File: config.mk
export PLATFORM = sky130hd
export DESIGN_NAME = mux4_rr_sched_flat
export DESIGN_NICKNAME = d
export VERILOG_FILES = /design/src/rtl/mux4_rr_sched_if.sv /design/src/rtl/mux4_rr_sched.sv /design/src/flat_wrapper.sv
export SDC_FILE = /design/constraint.sdc
export NUM_CORES = 1
export LEC_CHECK = 0
export ABC_AREA = 1
export BUFFER_PORTS_ARGS = -buffer_cell sky130_fd_sc_hd__clkbuf_2
export CORE_MARGIN = 2
export CORE_UTILIZATION = 45
export DETAILED_ROUTE_END_ITERATION = 10
export PLACE_DENSITY = 0.77
export SLEW_MARGIN = 20
export SYNTH_ARGS = -nofsm -noshare
export SYNTH_HDL_FRONTEND = slang
export SYNTH_SLANG_ARGS = --single-unit
File: constraint.sdc
create_clock -name clk -period 1.9 [get_ports clk]
set_input_delay 0.095 -clock clk [delete_from_list [all_inputs] [get_ports clk]]
set_output_delay 0.095 -clock clk [all_outputs]
set_load 0.05 [all_outputs]
File: src/rtl/mux4_rr_sched_if.sv
// Handshake bundle between the four requesters, the 4:1 mux select and the output channel.
interface mux4_rr_sched_if #(
  parameter int W = 1
);
  logic [3:0]     req;
  logic [4*W-1:0] din;
  logic           rdy;
  logic [3:0]     gnt;
  logic [1:0]     sel;
  logic [3:0]     ack;
  logic           vld;
  logic [W-1:0]   y;

  modport master (output req, din, rdy, input gnt, sel, ack, vld, y);
  modport slave  (input req, din, rdy, output gnt, sel, ack, vld, y);
endinterface

File: src/rtl/mux4_rr_sched.sv
// Round-robin 4:1 output scheduler: grant 1 cycle after IDLE sees req, y/vld 1 cycle after ack; holds everything while vld && !rdy.
// Build with MUX4_RR_SCHED_HOLD_EN for bursts of up to MAX_HOLD beats per grant; otherwise one beat per grant.
module mux4_rr_sched #(
  parameter int W        = 1,
  parameter int MAX_HOLD = 4
) (
  input  logic           clk,
  input  logic           rst,
  mux4_rr_sched_if.slave bus
);
`ifdef MUX4_RR_SCHED_HOLD_EN
  localparam bit HOLD_EN = 1'b1;
`else
  localparam bit HOLD_EN = 1'b0;
`endif
  localparam logic [3:0] LIMIT = HOLD_EN ? 4'(MAX_HOLD) : 4'd1;

  typedef enum logic {IDLE, GRANT} state_t;

  state_t       state;
  logic [1:0]   ptr;
  logic [1:0]   win;
  logic [1:0]   idx;
  logic [3:0]   cnt;
  logic         le;
  logic         cap;
  logic         last;
  logic [W-1:0] lane_dat;

  assign le       = !bus.vld || bus.rdy;
  // ack must not claim a capture on an edge that reset will discard
  assign cap      = !rst && (state == GRANT) && le && bus.req[bus.sel];
  assign bus.ack  = cap ? (4'b0001 << bus.sel) : 4'b0000;
  assign lane_dat = bus.din[bus.sel*W +: W];
  assign last     = !bus.req[bus.sel] || ((cnt + 4'd1) == LIMIT);

  // Scan downwards so the lane closest to ptr is the final assignment.
  always_comb begin
    win = ptr;
    idx = ptr;
    for (int k = 3; k >= 0; k--) begin
      idx = ptr + 2'(k);
      if (bus.req[idx]) win = idx;
    end
  end

  always_ff @(posedge clk) begin
    if (rst) begin
      state   <= IDLE;
      ptr     <= '0;
      cnt     <= '0;
      bus.gnt <= '0;
      bus.sel <= '0;
      bus.vld <= 1'b0;
      bus.y   <= '0;
    end else begin
      case (state)
        IDLE: begin
          if (bus.vld && bus.rdy) bus.vld <= 1'b0;
          if (|bus.req) begin
            state   <= GRANT;
            bus.gnt <= 4'b0001 << win;
            bus.sel <= win;
            cnt     <= '0;
          end
        end
        GRANT: begin
          if (le) begin
            if (bus.req[bus.sel]) begin
              bus.y   <= lane_dat;
              bus.vld <= 1'b1;
              cnt     <= cnt + 4'd1;
            end else begin
              bus.vld <= 1'b0;
            end
            if (last) begin
              state   <= IDLE;
              bus.gnt <= '0;
              ptr     <= bus.sel + 2'd1;
            end
          end
        end
        default: state <= IDLE;
      endcase
    end
  end
endmodule

File: src/flat_wrapper.sv
// flat-port wrapper written by rule: the top's interface ports become plain ports
module mux4_rr_sched_flat 
#(
  parameter int W        = 1,
  parameter int MAX_HOLD = 4
)
  (clk, rst, bus_req, bus_din, bus_rdy, bus_gnt, bus_sel, bus_ack, bus_vld, bus_y);
  mux4_rr_sched_if #(.W(W)) bus_i ();
  input  logic clk;
  input  logic rst;
  input wire logic [$bits(bus_i.req)-1:0] bus_req;
  input wire logic [$bits(bus_i.din)-1:0] bus_din;
  input wire logic [$bits(bus_i.rdy)-1:0] bus_rdy;
  output wire logic [$bits(bus_i.gnt)-1:0] bus_gnt;
  output wire logic [$bits(bus_i.sel)-1:0] bus_sel;
  output wire logic [$bits(bus_i.ack)-1:0] bus_ack;
  output wire logic [$bits(bus_i.vld)-1:0] bus_vld;
  output wire logic [$bits(bus_i.y)-1:0] bus_y;
  assign bus_i.req = bus_req;
  assign bus_i.din = bus_din;
  assign bus_i.rdy = bus_rdy;
  assign bus_gnt = bus_i.gnt;
  assign bus_sel = bus_i.sel;
  assign bus_ack = bus_i.ack;
  assign bus_vld = bus_i.vld;
  assign bus_y = bus_i.y;
  mux4_rr_sched #(.W(W), .MAX_HOLD(MAX_HOLD)) u_core (.clk(clk), .rst(rst), .bus(bus_i));
endmodule
# Word level (Yosys, flattened, before mapping)
# Index checks and enable logic that the tools add are counted.
# word_totals
register_bits	15
latchBits	0
ram_bits	0
romBits	0
output_inout_bits	12
elab_cells	74
n_memories	0
# op_classes
add_sub_neg	5
n_mul	0
div_mod_pow	0
order_cmp	5
eq_ne	6
shift	3
muxes	31
bitwise_logic	1
reduce_logical	16
# op_table
operator	n
two-way mux 4 bit	7
one-hot mux 4 bit (2 select lines)	2
< comparator 2 x 3 -> 1 bit, second input constant	5
AND reduction 3 bit	4
two-way mux 1 bit	11
binary-select mux 1 bit (select 2 bit)	5
two-way mux 2 bit	4
<< shifter 1 x 2 -> 4 bit, first input constant	2
inequality test 2 bit, second input constant	3
adder 2 x 1 -> 2 bit, second input constant	2
adder 2 bit, second input constant	2
adder 4 x 1 -> 4 bit, second input constant	1
equality test 4 x 1 -> 1 bit, second input constant	1
logical AND 1 bit	4
inequality test 2 x 1 -> 1 bit, second input constant	2
one-hot mux 1 bit (2 select lines)	2
AND reduction 2 bit	2
OR reduction 4 bit	1
variable part select 4 x 3 -> 1 bit	1
zero test 1 bit	3
logical OR 1 bit	2
inverter 1 bit	1

# Depth between registers and ports, before layout
# logic_depth
ltp_word	10
mapped_depth	13
ltp_nobuf	12

# Worst setup path before layout
# Ideal clock, no wire load.
# synth_timing
path_type	register -> output
start	register u_core.bus.sel[0]
end	output port bus_ack[0]
arrival_time_ps	2126
required_time_ps	1805
slack_ps	-321
path_stages_with_launch	9
n_path_buf	0
cell_sequence	dfxtp_1 inv_2 a21oi_2 o21ai_1 nand2_1 nand2_2 nor2_4 nand2_1 nor2_1
# synth_via
elab_chain_cells	4
word_cells_on_any_way	5
# synth_rtl
element	line	source
start, declared	mux4_rr_sched_if.sv:15	modport slave (input req, din, rdy, output gnt, sel, ack, vld, y);
start signal, assigned	mux4_rr_sched.sv:63	bus.sel <= win;
binary-select mux 1 bit (select 2 bit)	mux4_rr_sched.sv:32	assign cap = !rst && (state == GRANT) && le && bus.req[bus.sel];
two-way mux 1 bit (implied by the code)	mux4_rr_sched.sv:32	
logical AND 1 bit	mux4_rr_sched.sv:32	
two-way mux 4 bit (*)	mux4_rr_sched.sv:33	assign bus.ack = cap ? (4'b0001 << bus.sel) : 4'b0000;
end, declared	flat_wrapper.sv:16	output wire logic [$bits(bus_i.ack)-1:0] bus_ack;
# Mark *: on every way between the ends. The rest lies on a longest branch, timed or not. The select of a mux whose other input is x is not followed.

# Worst setup path after layout
# layout_timing
start	register u_core.bus.sel[0]
end	output port bus_ack[2]
# The elaborated chain is that of the path after synthesis.

==> impl_metrics.env <==
export IMPL_slowest_delay_ps=400
export IMPL_ys_async_sr_fraction=0
export IMPL_fin_crit_ps=1820
export IMPL_drive_gt1_frac=0.227
export IMPL_dr_pass1_iters=4
export IMPL_synth_nets=172
export IMPL_synth_area_um2=980
export IMPL_multi_input_area_um2=583
export IMPL_regToRegEndpoint="u_core.ptr[1]$_SDFFE_PP0P_"
export IMPL_cts_tree="built"
export IMPL_synth_area_top_cells="dfxtp_1 (31%), nand2_1 (16%), inv_1 (8.4%)"
export IMPL_crit_fanout=8
export IMPL_globalplace_congestion=0.821
export IMPL_timing_reg2reg_setup_slack_ps=260
export IMPL_drv_cap=0
export IMPL_irDropWorstVdd_mv=0.650
export IMPL_relSlewSlack=0.729
export IMPL_viasPerCell=5.13
export IMPL_fin_hold_ws_ps=117
export IMPL_root_buffer="clkbuf_4"
export IMPL_cp_end_kind="output port"
export IMPL_power_density_mw_per_mm2=861
export IMPL_leakage_uw=0.000608
export IMPL_die_w_um=50.7
export IMPL_crit_start="u_core.bus.sel[0]$_SDFFE_PP0P_"
export IMPL_grt_ovfl_total=0
export IMPL_grt_util_all_layers=0.192
export IMPL_hold_violations=0
export IMPL_fmax_ghz=0.550
export IMPL_start_kind="flip-flop"
export IMPL_synthTopCellsByCount="nand2_1 (42), inv_1 (22), nor2_1 (16)"
export IMPL_r2r_start="u_core.cnt[0]$_SDFFE_PP0P_"
export IMPL_synth_distinct_cells=24
export IMPL_path_clk_slew_ps=90
export IMPL_cp_data_arrival_time_ps=1720
export IMPL_cts_sinks=15
export IMPL_crit_chain="inv_2 > a21oi_2 > o21ai_1 > nand2_1 > nand2_2 > nor2_4 > nand2_2 > nor2_2 > buf_4"
export IMPL_drv_slew=0
export IMPL_syn_area_per_cell_um2=6.32
export IMPL_nFillCells=200
export IMPL_portBuffers=22
export IMPL_detail_route_antenna_nets=0
export IMPL_ys_seq_area_frac=0.307
export IMPL_min_period_over_period=0.957
export IMPL_fp_row_count=16
export IMPL_crit_type="reg2out"
export IMPL_die_area_mm2=0.00257
export IMPL_grt_pass1_wl_um=3780
export IMPL_worstRegToRegCells=7
export IMPL_h_tree_depth=1
export IMPL_yosysTopAreaCell="dfxtp_1"
export IMPL_skew_ps=3.60
export IMPL_yosys_warnings=0
export IMPL_coreArea_mm2=0.00200
export IMPL_vias=1067
export IMPL_clk_insertion_delay_late_ps=290
export IMPL_grt_start_max_net_pins=14
export IMPL_yosysTopAreaCellShare=0.307
export IMPL_io_pins=23
export IMPL_cts_buffers_inserted=3
export IMPL_num_antenna_cells=0
export IMPL_dpl_hpwl_um=1730
export IMPL_antenna_found_initial=0
export IMPL_wirelength_um=2300
export IMPL_drt_iter0_markers=22
export IMPL_synth_most_common_cell="nand2_1"
export IMPL_critPathSlowestCell="dfxtp_4"
export IMPL_syn_to_final_growth_pct=20.9
export IMPL_synth_ff_type="dfxtp_1"
export IMPL_fp_dieH_um=50.7
export IMPL_ys_seq_elements=15
export IMPL_drc=0
export IMPL_synth_edf_count=0
export IMPL_detail_route_wl_per_cell_um=11.0
export IMPL_tightestPinTransition_ps=405
export IMPL_min_path_type="in2reg"
export IMPL_required_ps=1800
export IMPL_status="finished, final reports clean"
export IMPL_first_global_vias=931
export IMPL_cp_endpoint="bus_ack[2]"
export IMPL_initial_core_util=0.489
export IMPL_crit_top_cell="nand2_2"
export IMPL_synthCells=155
export IMPL_min_path_cells=3
export IMPL_nets=199
export IMPL_seq_area_um2=308
export IMPL_fin_setup_tns_ps=0
export IMPL_cts_buffer_depth=2
export IMPL_setup_viol=0
## how the worst min path moves through the flow
stage / slack [ps] / start / end
after detailed placement: 420 / bus_din[3] / u_core.bus.y$_SDFFE_PP0P_
final: 120 / bus_din[3] / u_core.bus.y$_SDFFE_PP0P_
after global routing: 150 / bus_din[3] / u_core.bus.y$_SDFFE_PP0P_
after global placement: 430 / bus_din[3] / u_core.bus.y$_SDFFE_PP0P_
after CTS: 120 / bus_din[3] / u_core.bus.y$_SDFFE_PP0P_
after floorplan: 170 / rst / u_core.cnt[0]$_SDFFE_PP0P_
## worst max-delay path: cells and delay by family (launching register included)
family / cells / cell delay, ps
AOI/OAI and AO/OA: 2 / 180
buffers and inverters: 2 / 280
DFF: 1 / 400
and+or+nand+nor: 5 / 570
## final cells by class
class | count | share of cell area
Multi-Input combinational cell | 113 | 0.492
Sequential cell | 15 | 0.260
Timing Repair Buffer | 24 | 0.117
Inverter | 25 | 0.0792
Tap cell | 27 | 0.0285
Clock buffer | 3 | 0.0190
Clock inverter | 1 | 0.00422
## registers in the layout (all words and copies together), names as in the netlist
signal,cells
u_core.bus.vld,1
u_core.bus.gnt,4
u_core.state,1
u_core.ptr,2
u_core.bus.sel,2
u_core.bus.y,1
u_core.cnt,4
## stage by stage
step                      instance area [um2]  std cells  utilization  total power [uW]  worst slack, ps
after floorplan                           992        155            -               732              101
after global placement                   1120        202        0.560               813              329
after detailed placement                 1120        202        0.560               824              272
after CTS                                1160        206        0.580              1010             37.6
after global routing                     1180        208        0.592              1100            -17.1
final                                    1180        208        0.592              1020             82.3
## layout by cell type (no fill, tap or decap), drive strengths merged, types with 2 or more instances in the layout
cell | synthesis | routed
o21ai | 8 | 8
dfxtp | 15 | 15
buf | 1 | 6
clkbuf | 1 | 21
nor2 | 17 | 17
nand2 | 43 | 43
nand4 | 2 | 2
ha | 6 | 6
inv | 25 | 25
nand3 | 15 | 15
a21oi | 14 | 14
## cells by family after synthesis
| logic type | after synthesis | synth area share |
|---|---|---|
| flip-flops | 15 | 0.307 |
| AO/OA/AOI/OAI | 26 | 0.146 |
| buffers and inverters | 27 | 0.111 |
| XOR/XNOR | 2 | 0.0179 |
| adder cells (fa/ha/maj) | 6 | 0.0766 |
| AND/OR/NAND/NOR | 79 | 0.342 |
## power breakdown
group | leakage [uW] | internal [uW] | total (uW) | switching, uW
registers | 0.000124 | 354 | 393 | 39.4
clock network | 0.0000177 | 78.3 | 185 | 106
logic | 0.000467 | 131 | 442 | 311
total | 0.000608 | 563 | 1020 | 457
## metal layers
layer / wire [um] / vias up / track usage
met2: 1130 / 26 / 0.336
li1: - / 551 / -
met5: 0 / - / 0
met3: 126 / 4 / 0.0565
met4: 19 / 0 / 0.0541
met1: 1020 / 486 / 0.225
## what timing repair did
action | 4_1_cts | 5_1_grt
hold buffers | 0 | 0
endpoints found under the setup margin | 4 | 4
buffers inserted | 0 | 2
pin swaps | 0 | 1
resized for setup | 5 | 7
Power figures use the tool's default switching activity.
